<file path="src/rtl/mem_arbiter.sv">
// Round-robin arbiter sharing one memory port among NPROC processors.
// Optional per-owner burst limit: define MEM_ARB_BURST_LIMIT_EN.
module mem_arbiter #(
  parameter int unsigned NPROC     = 4,
  parameter int unsigned ADDR_W    = 32,
  parameter int unsigned DATA_W    = 128,
  parameter int unsigned BURST_MAX = 8
) (
  input  logic                      i_clk,
  input  logic                      i_rstn,
  input  logic [NPROC-1:0]          i_req_rd,
  input  logic [NPROC-1:0]          i_req_wr,
  input  logic [NPROC*ADDR_W-1:0]   i_addr,
  input  logic [NPROC*3-1:0]        i_wr_size,
  input  logic [NPROC*DATA_W-1:0]   i_wdata,
  output logic [NPROC-1:0]          o_grant_rd,
  output logic [NPROC-1:0]          o_grant_wr,
  output logic [NPROC-1:0]          o_valid,
  output logic [DATA_W-1:0]         o_rdata,
  output logic                      o_mem_en,
  output logic                      o_mem_we,
  output logic [ADDR_W-1:0]         o_mem_addr,
  output logic [2:0]                o_mem_wr_size,
  output logic [DATA_W-1:0]         o_mem_wdata,
  input  logic [DATA_W-1:0]         i_mem_rdata,
  input  logic                      i_mem_valid
);

  localparam int unsigned PTR_W = (NPROC > 1) ? $clog2(NPROC) : 1;

  typedef enum logic [1:0] {
    IDLE = 2'd0,
    OWN  = 2'd1,
    TURN = 2'd2
  } state_t;

  state_t           state;
  state_t           state_nxt;
  logic [PTR_W-1:0] owner;
  logic [PTR_W-1:0] owner_nxt;
  logic [PTR_W-1:0] rr_ptr;
  logic [PTR_W-1:0] rr_ptr_nxt;
  logic [PTR_W-1:0] owner_inc;
  logic [PTR_W-1:0] pick;
  logic             pick_vld;
  int unsigned      scan_idx;
  logic [NPROC-1:0] req;
  logic             owner_req;
  logic             owner_wr;
  logic             burst_hit;

  assign req       = i_req_rd | i_req_wr;
  assign owner_req = req[owner];
  assign owner_wr  = i_req_wr[owner] & ~i_req_rd[owner];
  assign owner_inc = (owner == PTR_W'(NPROC - 1)) ? '0 : owner + PTR_W'(1);

  // First requester at or after rr_ptr, wrapping modulo NPROC.
  always_comb begin
    pick     = '0;
    pick_vld = 1'b0;
    scan_idx = 0;
    for (int unsigned i = 0; i < NPROC; i++) begin
      scan_idx = (32'(rr_ptr) + i) % NPROC;
      if (!pick_vld && req[PTR_W'(scan_idx)]) begin
        pick_vld = 1'b1;
        pick     = PTR_W'(scan_idx);
      end
    end
  end

`ifdef MEM_ARB_BURST_LIMIT_EN
  localparam int unsigned CNT_W = $clog2(BURST_MAX + 1);

  logic [CNT_W-1:0] burst_cnt;
  logic [CNT_W-1:0] burst_cnt_nxt;

  // Counts completed OWN cycles; the BURST_MAX-th cycle releases ownership.
  assign burst_hit = (burst_cnt == CNT_W'(BURST_MAX - 1));

  always_comb begin
    burst_cnt_nxt = burst_cnt;
    if (state == IDLE && pick_vld) begin
      burst_cnt_nxt = '0;
    end else if (state == OWN && !burst_hit) begin
      burst_cnt_nxt = burst_cnt + CNT_W'(1);
    end
  end

  always_ff @(posedge i_clk or negedge i_rstn) begin
    if (!i_rstn) begin
      burst_cnt <= '0;
    end else begin
      burst_cnt <= burst_cnt_nxt;
    end
  end
`else
  logic unused_burst_max;

  assign burst_hit        = 1'b0;
  assign unused_burst_max = (BURST_MAX == 0);
`endif

  // State, owner and round-robin pointer registers.
  always_ff @(posedge i_clk or negedge i_rstn) begin
    if (!i_rstn) begin
      state  <= IDLE;
      owner  <= '0;
      rr_ptr <= '0;
    end else begin
      state  <= state_nxt;
      owner  <= owner_nxt;
      rr_ptr <= rr_ptr_nxt;
    end
  end

  // Next-state: arbitrate in IDLE, hold while the owner requests, one TURN gap.
  always_comb begin
    state_nxt  = state;
    owner_nxt  = owner;
    rr_ptr_nxt = rr_ptr;
    case (state)
      IDLE: begin
        if (pick_vld) begin
          owner_nxt = pick;
          state_nxt = OWN;
        end
      end
      OWN: begin
        if (!owner_req || burst_hit) begin
          rr_ptr_nxt = owner_inc;
          state_nxt  = TURN;
        end
      end
      TURN: begin
        state_nxt = IDLE;
      end
      default: begin
        state_nxt = IDLE;
      end
    endcase
  end

  // Outputs: grants and memory mux driven only while a processor owns the port.
  always_comb begin
    o_grant_rd    = '0;
    o_grant_wr    = '0;
    o_valid       = '0;
    o_mem_en      = 1'b0;
    o_mem_we      = 1'b0;
    o_mem_addr    = '0;
    o_mem_wr_size = '0;
    o_mem_wdata   = '0;
    if (state == OWN) begin
      o_grant_rd[owner] = i_req_rd[owner];
      o_grant_wr[owner] = owner_wr;
      o_valid[owner]    = i_mem_valid;
      o_mem_en          = owner_req;
      o_mem_we          = owner_wr;
      o_mem_addr        = i_addr[32'(owner)*ADDR_W +: ADDR_W];
      o_mem_wr_size     = i_wr_size[32'(owner)*3 +: 3];
      o_mem_wdata       = i_wdata[32'(owner)*DATA_W +: DATA_W];
    end
  end

  assign o_rdata = i_mem_rdata;

endmodule

</file>
<file path="config.mk">
export PLATFORM = sky130hd
export DESIGN_NAME = mem_arbiter
export DESIGN_NICKNAME = d
export VERILOG_FILES = /design/src/rtl/mem_arbiter.sv
export SDC_FILE = /design/constraint.sdc
export NUM_CORES = 1
export LEC_CHECK = 0
export ABC_AREA = 0
export CORE_AREA = 2 2 430 432
export DETAILED_ROUTE_END_ITERATION = 6
export DIE_AREA = 0 0 432 434
export GPL_ROUTABILITY_DRIVEN = 0
export SKIP_CTS_REPAIR_TIMING = 1
export SLEW_MARGIN = 0
export SYNTH_ARGS = -nofsm -noshare
export SYNTH_HDL_FRONTEND = slang
export SYNTH_SLANG_ARGS = --single-unit
</file>
<file path="constraint.sdc">
create_clock -name i_clk -period 2.8 [get_ports i_clk]
set_input_delay 0.7 -clock i_clk [delete_from_list [all_inputs] [get_ports i_clk]]
set_output_delay 0.7 -clock i_clk [all_outputs]
set_load 0.01 [all_outputs]
</file>
## Word level (Yosys, flattened, before mapping)

Cells that the tools add are included.

- Add/sub/neg operators: 4
- Multiply operators: 1
- Div/mod/pow operators: 0
- Magnitude comparators: 6
- Eq/ne operators: 4
- Shifts and indexed selects: 3
- Mux-type cells: 36
- Bitwise gates (word level): 7
- Reductions and logical operators: 11

Operators by type and width:

| operator | number |
|---|---|
| $shiftx 512x10->128 | 1 |
| $mux 128 | 1 |
| $shiftx 128x8->32 | 1 |
| $mux 32 | 1 |
| $lt 2x3->1 const B | 5 |
| $bmux 1 s2 | 7 |
| $mux 1 | 14 |
| $mux 2 | 7 |
| $and 4x4->4 | 3 |
| $mux 4 | 3 |
| $shiftx 12x5->3 | 1 |
| $reduce_and 2->1 | 3 |
| $add 2x1->2 const B | 2 |
| $add 2x2->2 const B | 2 |
| $logic_and 1x1->1 | 4 |
| $mul 2x2->4 const B | 1 |
| $ne 2x2->1 const B | 2 |
| $or 4x4->4 | 1 |
| $pmux 2 s2 | 1 |
| $logic_not 1->1 | 3 |
| $mux 3 | 1 |
| $demux 1 s2 | 1 |
| $eq 2x1->1 const B | 1 |
| $eq 2x2->1 const B | 1 |
| 4 further kinds | 5 |

- Flip-flop bits (word level): 6
- Bits in latches: 0
- Bits in writable memories: 0
- ROM bits: 0
- Input bits: 791
- Output and inout bits: 305
- Word-level logic and storage cells: 75
- Memories: 0

## Logic depth before layout (Yosys ltp)

- Depth after elaboration: 15
- Mapped depth: 6

## Worst setup path before layout

OpenSTA, ideal clock, no wires.

- Kind: input to output
- Start: input port i_req_rd[3]
- End: output port o_grant_wr[0]
- Arrival time: 1.678 ns
- Required time: 2.100 ns
- Path slack: 0.422 ns
- Stages: 3
- Cells stage by stage: mux4_2 nor2_1 and2_1

- Cells in the longest elaborated chain, start to end: 6

Ends and longest elaborated chain:

| what | RTL line | text |
|---|---|---|
| from (decl) | 11 | `input logic [NPROC-1:0] i_req_rd,` |
| $bmux 1 s2 | 54 | `assign owner_wr = i_req_wr[owner] & ~i_req_rd[owner];` |
| $mux 1 (not written as such) | 54 |  |
| $not 1->1 | 54 |  |
| $and 1x1->1 | 54 |  |
| $and 4x4->4 (no source line) | -- |  |
| $mux 4 | 153 | `if (state == OWN) begin` |
| to (decl) | 17 | `output logic [NPROC-1:0] o_grant_wr,` |

Every way passes these cells. The select of a mux whose other input is x is not followed.

## Worst setup path after layout

- Start: register owner[0]
- End: output port o_mem_wdata[25]

- Cells in the longest elaborated chain, start to end: 2

Ends and longest elaborated chain:

| what | RTL line | text |
|---|---|---|
| from (decl) | 39 | `logic [PTR_W-1:0] owner;` |
| from (signal assigned) | 111 | `owner <= owner_nxt;` |
| $shiftx 512x10->128 | 161 | `o_mem_wdata = i_wdata[32'(owner)*DATA_W +: DATA_W];` |
| $mux 128 | 153 |  |
| to (decl) | 24 | `output logic [DATA_W-1:0] o_mem_wdata,` |

Every way passes these cells.

==> results.cfg <==
[run_status]
status = finished, violations left
violated_checks = setup timing

[power_and_ir_drop]
p_leak_nw = 6.80
finalPower_mw = 16.9
pwr_density_cell_mw_per_mm2 = 896
ir_worst_vdd_mv = 0.473

[timing]
hold_violations = 0
worst-slew-pin-transition_ns = 0.567
clock.fmax_mhz = 329
setup_violations = 126
clock-skew-final_ns = 0.000193
drv_slew = 0
fin_crit_ns = 3.04
final.setup.worst_slack_ns = -0.238
layout_worst_path_cycle_share = 1.08
relative_max_transition_margin = 0.618
fin_worst_hold_slack_ns = 0.634
grt_setup_unrepaired = yes

[routing]
post_drt_via_cell_ratio = 2.72
dr_total_vias = 10241
first_iter_violations = 837
drt-pass1-iter-count = 5
routed_wl_um = 129000
antenna_violating_nets_post_route = 0
post_route_drc_violation_count = 0
post_drt_wl_per_cell_um = 34.2

[grt]
maximum_number_of_pins_on_one_net_before_global_route_repair = 67
met3_usage = 0.118
busiest_layer = met2
globalRouteMet1Util = 0.125
grt_first_pass_wirelength_um = 143000
grt_remaining_overflow = 0
grt_pass1_vias = 9534
grtUsageTotal = 0.126
use_met2 = 0.189
grt_antenna_before_repair = 160

[synth]
synthesis.instances = 574
synth_fp_nets = 1369
synth_async_sr_flop_share = 1.00
seq_area_frac_synth = 0.0224
post_synth_instance_area_mm2 = 0.00669
netlist_cell_types = 30
synth_ff_type = sky130_fd_sc_hd__dfrtp_1
avgSynthCellArea_um2 = 11.7
postSynthRegisterBits = 6
yosysWarningCount = 0
synth-edff-count = 0

[clocking]
clock-sinks = 6
cts-buffers-inserted = 3
worst_skew_pair.late_latency_ns = 0.24
tritoncts = done
cts_htree_levels = 1
path_clk_slew_ns = 0.04
cts.root.buffer_cell = sky130_fd_sc_hd__clkbuf_16
clockBufferDepth = 2

[worst_hold_path]
hold_crit_path_type = register to register

[setup_path]
critical_path.endpoint_type = primary output
worstPathMaxFanout = 6
timing.setup.critical_path_class = register to primary output
crit_arrival_ns = 2.34
critPathMostFrequentCell = sky130_fd_sc_hd__buf_4
crit_path_leading_delay_family = buffers and inverters
required_ns = 2.10
startpoint_type = register
crit_chain = buf_12 -> buf_4 -> buf_16 -> buf_4 -> mux4_2 -> and2_4 -> dlymetal6s2s_1
largest_stage_delay_worst_path_ns = 0.55
worst-path-buf-inv = 5
critPathSlowestCell = sky130_fd_sc_hd__mux4_2

[placement]
dpl.hpwl_um = 118000
count_of_input_and_output_buffers = 839
placement.cell_area_mm2 = 0.0171

[die]
io_pins = 1096
die_width_um = 432
floorplan.initialDensity = 0.0367
core_region_area_mm2 = 0.182
placementRows = 157
overall_die_area_mm2 = 0.187
die-height_um = 434

[layout]
layout-drive-gt1-share = 0.408
post_route_design_area_mm2 = 0.0189
final_util = 0.104
flow.area_growth_from_synthesis_pct = 183
design.final.nets = 2132

[run]
max_cap_violations = 0
==> synthesized netlist by cell type, drive strengths merged (3+ instances only) <==
cell type | n | share of area
nor2 | 9 | 0.0050
mux4 | 166 | 0.56
ha | 4 | 0.0075
and2 | 167 | 0.16
dfrtp | 6 | 0.022
buf | 164 | 0.20
inv | 4 | 0.0022
clkbuf | 21 | 0.012
and3 | 8 | 0.0075
nand2 | 5 | 0.0032
o21ai | 3 | 0.0022
==> sequential cells by signal, indices dropped and copies added (netlist names) <==
signal and cells:
state 2, rr_ptr 2, owner 2
==> cell families (layout without fill, tap and decap cells) <==
family / Yosys count / after routing / share of synthesized area
buffers and inverters: 189 / 951 / 0.216
adders and majority gates: 4 / 4 / 0.00748
muxes: 168 / 168 / 0.562
DFF: 6 / 6 / 0.0224
and+or+nand+nor: 193 / 193 / 0.176
other: 0 / 50 / 0
AOI/OAI and AO/OA: 14 / 14 / 0.0165
==> per-stage QoR <==
stage	setup TNS, ns	instances	setup slack, ns
6_report	-11.78	3771	-0.238
2_1_floorplan	0	574	0.422
3_3_place_gp	-12.91	3665	-0.527
3_5_place_dp	-12.89	3665	-0.543
5_1_grt	-16.16	3744	-0.265
4_1_cts	-22.90	3669	-0.544
==> report_power, final <==
part           internal, mW  switching (mW)
logic                  8.50            8.00
clock network         0.189          0.0558
registers             0.138          0.0577
total                  8.83            8.11
==> worst register-to-register path, stage by stage (launching register included) <==
cell and delay, ns:
sky130_fd_sc_hd__dfrtp_4 0.50, sky130_fd_sc_hd__buf_4 0.18, sky130_fd_sc_hd__buf_12 0.16, sky130_fd_sc_hd__inv_4 0.07, sky130_fd_sc_hd__mux4_2 0.55, sky130_fd_sc_hd__nand2_2 0.13
sky130_fd_sc_hd__mux2_2 0.34
==> layout make-up <==
class | instances | area [um^2]
inverter | 4 | 17.5
tap | 2385 | 2980
multi-input combinational | 379 | 5410
fill | 20859 | 164000
sequential | 6 | 158
antenna | 50 | 125
timing repair buffer | 943 | 10100
clock buffer | 4 | 78.8
==> layer usage <==
metal	routed length, um	part of all wire	up-vias
met3	27100	0.21	332
met2	54800	0.43	1166
met4	3880	0.030	96
met5	1160	0.0090	-
li1	-	-	3678
met1	41800	0.32	4969
==> path summary, 6_finish.rpt <==
check	slack, ns	startpoint	endpoint	cells past startpoint
worst max-delay path	-0.24	owner[0]$_DFFE_PN0P_	o_mem_wdata[25]	7
worst min-delay path	0.63	rr_ptr[1]$_DFFE_PN0P_	rr_ptr[1]$_DFFE_PN0P_	1
worst max register to register	0.74	owner[0]$_DFFE_PN0P_	rr_ptr[0]$_DFFE_PN0P_	6
worst min register to register	0.63	rr_ptr[1]$_DFFE_PN0P_	rr_ptr[1]$_DFFE_PN0P_	1
max in group asynchronous	1.84	i_rstn	owner[0]$_DFFE_PN0P_	1
min in group asynchronous	0.72	i_rstn	owner[1]$_DFFE_PN0P_	1
==> layout by cell type (no fill, tap or decap), drive strengths merged <==
master	netlist	final
a21oi	2	2
buf	164	216
nor2	9	9
mux2	2	2
o21a	1	1
dlymetal6s2s	0	43
o21ai	3	3
o41ai	1	1
diode	0	50
and2	167	167
dfrtp	6	6
inv	4	4
o31ai	2	2
a21boi	1	1
nor4	1	1
o32a	1	1
ha	4	4
a311o	1	1
o21bai	1	1
nor2b	1	1
nand2b	1	1
or2	1	1
mux4	166	166
o221a	1	1
clkbuf	21	38
nand2	5	5
and3	8	8
clkdlybuf4s50	0	650
Note: power is estimated with default switching activity, not from simulation.
